## src/rtl/rns_pkg.sv

```systemverilog
// Shared definitions for the RNS modular-subtract scheduler: default residue width,
// FSM state encoding and a constant-evaluable ceil(log2) helper.
package rns_pkg;

    localparam int unsigned RNS_W = 4;

    typedef enum logic [1:0] {
        StIdle = 2'd0,
        StSub  = 2'd1,
        StCorr = 2'd2,
        StDone = 2'd3
    } rns_state_e;

    function automatic int unsigned clog2(input int unsigned value);
        int unsigned r;
        r = 0;
        while ((32'd1 << r) < value) begin
            r++;
        end
        return r;
    endfunction

endpackage

```

## src/rtl/rns_rr_arbiter.sv

```systemverilog
// Combinational round-robin pick: first asserted request at or after rr_ptr, cyclic.
module rns_rr_arbiter #(
    parameter int unsigned N   = 4,
    parameter int unsigned IDW = 2
) (
    input  logic [N-1:0]   req,
    input  logic [IDW-1:0] rr_ptr,
    output logic [N-1:0]   grant_next,
    output logic [IDW-1:0] id_next,
    output logic           any_req
);

    int unsigned idx;
    logic        found;

    always_comb begin
        grant_next = '0;
        id_next    = '0;
        any_req    = |req;
        idx        = 0;
        found      = 1'b0;
        for (int unsigned k = 0; k < N; k++) begin
            idx = (32'(rr_ptr) + k) % N;
            if (!found && req[idx]) begin
                found           = 1'b1;
                grant_next[idx] = 1'b1;
                id_next         = idx[IDW-1:0];
            end
        end
    end

endmodule

```

## src/rtl/rns_modsub_scheduler.sv

```systemverilog
// Shares one W-bit modular subtractor between N requesters with round-robin arbitration.
// Optional operand-range checking on the err output is enabled by RNS_MODSUB_ERRCHK_EN.
module rns_modsub_scheduler
    import rns_pkg::*;
#(
    parameter int unsigned W   = RNS_W,
    parameter int unsigned N   = 4,
    localparam int unsigned IDW = clog2(N)
) (
    input  logic           clk,
    input  logic           rst,
    input  logic [N-1:0]   req,
    input  logic [N*W-1:0] a_in,
    input  logic [N*W-1:0] b_in,
    input  logic [N*W-1:0] m_in,
    output logic [N-1:0]   grant,
    output logic           res_valid,
    output logic [W-1:0]   res_data,
    output logic [IDW-1:0] res_id,
    input  logic           res_ready,
    output logic           err
);

    rns_state_e     state_q, state_d;
    logic [IDW-1:0] rr_ptr_q, rr_ptr_d;
    logic [IDW-1:0] id_q, id_d;
    logic [W-1:0]   a_q, a_d, b_q, b_d, m_q, m_d;
    logic [W-1:0]   res_data_q, res_data_d;
    logic           res_valid_q, res_valid_d;
    logic [N-1:0]   grant_q, grant_d;
    logic [W:0]     diff;

    logic [N-1:0]   grant_next;
    logic [IDW-1:0] id_next;
    logic           any_req;
    logic [W-1:0]   a_sel, b_sel, m_sel;

    rns_rr_arbiter #(
        .N   (N),
        .IDW (IDW)
    ) u_arb (
        .req        (req),
        .rr_ptr     (rr_ptr_q),
        .grant_next (grant_next),
        .id_next    (id_next),
        .any_req    (any_req)
    );

    assign a_sel = a_in[id_next*W +: W];
    assign b_sel = b_in[id_next*W +: W];
    assign m_sel = m_in[id_next*W +: W];

    // Two's-complement subtract; a clear carry-out means a < b.
    assign diff = {1'b0, a_q} + {1'b0, ~b_q} + {{W{1'b0}}, 1'b1};

`ifdef RNS_MODSUB_ERRCHK_EN
    logic err_q, err_d;
`endif

    always_comb begin
        state_d     = state_q;
        rr_ptr_d    = rr_ptr_q;
        id_d        = id_q;
        a_d         = a_q;
        b_d         = b_q;
        m_d         = m_q;
        res_data_d  = res_data_q;
        res_valid_d = res_valid_q;
        grant_d     = '0;
`ifdef RNS_MODSUB_ERRCHK_EN
        err_d       = err_q;
`endif
        case (state_q)
            StIdle: begin
                if (any_req) begin
                    a_d     = a_sel;
                    b_d     = b_sel;
                    m_d     = m_sel;
                    id_d    = id_next;
                    grant_d = grant_next;
                    state_d = StSub;
`ifdef RNS_MODSUB_ERRCHK_EN
                    err_d   = (a_sel >= m_sel) | (b_sel >= m_sel) | (m_sel < W'(2));
`endif
                end
            end
            StSub: begin
                res_data_d = diff[W-1:0];
                if (!diff[W]) begin
                    state_d = StCorr;
                end else begin
                    state_d     = StDone;
                    res_valid_d = 1'b1;
                end
            end
            StCorr: begin
                // Wraps mod 2^W back into [1, m-1] for in-range operands.
                res_data_d  = res_data_q + m_q;
                res_valid_d = 1'b1;
                state_d     = StDone;
            end
            StDone: begin
                if (res_ready) begin
                    res_valid_d = 1'b0;
                    rr_ptr_d    = (id_q == IDW'(N - 1)) ? '0 : id_q + IDW'(1);
                    state_d     = StIdle;
`ifdef RNS_MODSUB_ERRCHK_EN
                    err_d       = 1'b0;
`endif
                end
            end
            default: state_d = StIdle;
        endcase
    end

    always_ff @(posedge clk or posedge rst) begin
        if (rst) begin
            state_q     <= StIdle;
            rr_ptr_q    <= '0;
            id_q        <= '0;
            a_q         <= '0;
            b_q         <= '0;
            m_q         <= '0;
            res_data_q  <= '0;
            res_valid_q <= 1'b0;
            grant_q     <= '0;
`ifdef RNS_MODSUB_ERRCHK_EN
            err_q       <= 1'b0;
`endif
        end else begin
            state_q     <= state_d;
            rr_ptr_q    <= rr_ptr_d;
            id_q        <= id_d;
            a_q         <= a_d;
            b_q         <= b_d;
            m_q         <= m_d;
            res_data_q  <= res_data_d;
            res_valid_q <= res_valid_d;
            grant_q     <= grant_d;
`ifdef RNS_MODSUB_ERRCHK_EN
            err_q       <= err_d;
`endif
        end
    end

    assign grant     = grant_q;
    assign res_valid = res_valid_q;
    assign res_data  = res_data_q;
    assign res_id    = id_q;
`ifdef RNS_MODSUB_ERRCHK_EN
    assign err       = err_q;
`else
    assign err       = 1'b0;
`endif

endmodule

```

## config.mk

```make
export PLATFORM = sky130hd
export DESIGN_NAME = rns_modsub_scheduler
export DESIGN_NICKNAME = d
export VERILOG_FILES = /design/src/rtl/rns_pkg.sv /design/src/rtl/rns_rr_arbiter.sv /design/src/rtl/rns_modsub_scheduler.sv
export SDC_FILE = /design/constraint.sdc
export NUM_CORES = 1
export LEC_CHECK = 0
export ABC_AREA = 1
export CAP_MARGIN = 10
export CORE_MARGIN = 5
export CORE_UTILIZATION = 50
export DETAILED_ROUTE_END_ITERATION = 16
export HOLD_SLACK_MARGIN = 0.12
export PLACE_DENSITY_LB_ADDON = 0.15
export SLEW_MARGIN = 10
export SYNTH_ARGS = -nofsm -noshare
export SYNTH_HDL_FRONTEND = slang
export SYNTH_SLANG_ARGS = --single-unit
```

## constraint.sdc

```tcl
create_clock -name clk -period 3.1 [get_ports clk]
set_input_delay 0.465 -clock clk [delete_from_list [all_inputs] [get_ports clk]]
set_output_delay 0.465 -clock clk [all_outputs]
set_load 0.02 [all_outputs]
```

==> flow_summary.toml <==
[global_route]
grt_pass1_vias = 2365
use_met3_pct = 1.33
grt.busiest_layer = "met2"
antenna_found_initial = 0
grt_max_degree = 28
grt_usage_pct = 18.8
use_met1_pct = 27.3
grt_pass1_wl_um = 10200
grt-ovfl-total = 0
met2_usage_pct = 29.7

[timing]
tightest_slew_ns = 0.677
slew_headroom_pct = 54.5
timing.fmax_ghz = 0.385
fin_ws_ns = 0.501
slew_viol_final = 0
timing.final.crit_period_ns = 2.60
final_hold_viol_count = 0
setup_tns_ns = 0
fin_crit_sh_pct = 83.8
rsz0062_at_grt = "false"
setup_viol = 0
skew_ns = 0.00492

[detailed_routing]
wl_per_cell_um = 11.3
firstDrtPassIters = 4
via_per_inst = 4.94
drt_wl_total_um = 5760
drc = 0
drt_iter0_drc = 138
ant_nets = 0
vias = 2520

[synthesis]
async_flop_share_pct = 100
synthFlopType = "dfrtp_1"
synth_area_leaders = "dfrtp_1, nand2_1, inv_1"
synth_nets = 459
synth_most_common_cell = "nand2_1"
synth_top_area_share_pct = 26.7
syn_area_per_cell_um2 = 6.61
yosys.cell_types.count = 32
ys_warn_count = 0
syn_area_um2 = 2530
ys_ff_latch = 27
ys_seq_area_share_pct = 26.7
synthTopCellsByCount = "nand2_1, inv_1, nand3_1"
synth_edf_count = 0
syn_inst = 383
yosys.area.top_type = "dfrtp_1"

[critical_path]
path_common_cell = "nand2_1"
max_stage_delay_ns = 0.47
startpoint_type = "flip-flop"
cp.required_ns = 3.27
crit_family = "simple AND/OR/NAND/NOR gates"
r2r_setup_slack_ns = 0.50
cp.arrival_ns = 2.77
crit_type = "reg -> reg"
path_buf_inv = 2
crit_chain = "inv_1 > ha_1 > inv_1 > nand3_2 > nand2_4 > nor2_4 > nand2_1 > nand2_1 > nand2_4 > nand2_4 > nand2_1 > nand3_1 > nand2_1 > nand2_1 > nand2_1"
path_max_fanout = 26
crit_slowest_cell = "dfrtp_1"
worstSetupEndpointType = "flip-flop"

[cells_and_area]
area_delta_synth_final_pct = 28.4
fillCellCount = 435
drive_gt1_share_pct = 6.32
nets = 520
diodes = 0

[cts]
numCtsBuffers = 3
path_clk_slew_ns = 0.09
cts_sinks = 27
postCtsSetupRepairBufs = 0
cts_resized = 0
cts_buffer_depth = 2
worstSkewPairLatency_ns = 0.27
holdBufCountCts = 0
clock-root-buffer = "clkbuf_8"
htreeDepth = 1
tritoncts = "done"

[placement]
io_buffer_count = 65
dp_hpwl_um = 4740
gp_congestion = 0.893
pre_cts_ws_ns = 0.517

[flow_run]
maxCapViolCount = 0

[die]
std_cell_rows = 25
start_util_pct = 52.5
io_pins = 67
dieArea_um2 = 6580
core_um2 = 4820
die_h_um = 81.1
die_x_um = 81.1

[power]
peakVddDrop_v = 0.000650
p_sw_share_pct = 53.5
p_seq_share_pct = 19.1
power.density_nw_per_um2 = 1070
switchingPower_mw = 1.87
p_int_mw = 1.62
p_comb_share_pct = 75.2
leakage_nw = 1.79
clockPowerShare_pct = 5.7

[hold_path]
hp-class = "reg -> reg"

[status]
status = "complete, no violations"
[worst register-to-register path: stages, from the launching register on]
cell,delay (ns)
dfrtp_1,0.47
inv_1,0.21
ha_1,0.42
inv_1,0.09
nand3_2,0.10
nand2_4,0.08
nor2_4,0.15
nand2_1,0.07
nand2_1,0.10
nand2_4,0.17
nand2_4,0.26
nand2_1,0.09
nand3_1,0.10
nand2_1,0.08
nand2_1,0.06
nand2_1,0.04
[worst paths after layout]
check	endpoint	start	cells past startpoint
setup / recovery	m_q[2]	rr_ptr_q[1]	15
hold reg to reg	b_q[2]	b_q[2]	2
hold / removal	b_q[2]	b_q[2]	2
min in group asynchronous	grant[0]	rst	3
max in group asynchronous	m_q[1]	rst	3
setup reg to reg	m_q[2]	rr_ptr_q[1]	15
[placed cells by master (no fill, tap or decap), drive strengths merged]
master	instances
nand2	124
o31ai	1
nand4	4
o21a	2
buf	4
nor4	1
fa	2
clkbuf	4
inv	84
dfrtp	27
nor2	9
o22ai	4
xor2	2
xnor2	2
conb	1
o21ai	14
ha	19
a31oi	3
o211ai	1
a21oi	13
clkdlybuf4s50	65
nand3	57
[routing by layer]
metal / part of all wire (%) / routed length (um)
met1: 49 / 2850
met2: 44 / 2510
met3: 5.6 / 321
met4: 1.3 / 76
met5: 0 / 0
[power groups by stage]
stage          Sequential (mW)  Clock [mW]  Combinational (mW)
6_report                 0.665       0.200                2.62
5_1_grt                  0.688       0.217                3.00
4_1_cts                  0.666       0.208                2.61
3_5_place_dp             0.674           0                2.60
3_3_place_gp             0.667           0                2.55
2_1_floorplan            0.724           0                2.06
[flip-flops by register name (all words and copies together), names as in the netlist]
register	count
rr_ptr_q	2
grant	4
res_id	2
res_data	4
state_q	2
m_q	4
res_valid	1
b_q	4
a_q	4
[layout make-up]
type                    instances  area (um2)  share of cell area, %
multi-input cells             259        1440                   44.4
repair buffers                 69         681                   21.0
flip-flops and latches         27         676                   20.8
inverters                      84         320                   9.86
well taps                      67        83.8                   2.58
clock buffers                   4        45.0                   1.39
[through the flow]
step | power, mW | instances | util, % | area (um2) | hold slack (ns)
finish | 3.49 | 510 | 67.4 | 3250 | 0.494
floorplan | 2.78 | 383 | - | 2530 | 0.449
global route | 3.91 | 510 | 67.4 | 3250 | 0.539
detailed placement | 3.27 | 506 | 66.5 | 3200 | 0.470
CTS | 3.49 | 510 | 67.4 | 3250 | 0.494
global placement | 3.21 | 506 | 66.5 | 3200 | 0.462
[logic make-up (layout without fill, tap and decap cells)]
group                    Yosys count  count (layout)  synth area share (%)
other                              1               1                 0.148
AND/OR/NAND/NOR                  195             195                  36.3
buffers and inverters             97             157                  16.3
adder cells (fa/ha/maj)           21              21                  11.0
XOR/XNOR                           4               4                  1.39
flip-flops                        27              27                  26.7
AO/OA/AOI/OAI                     38              38                  8.26
Note: power is estimated with default switching activity, not from simulation.
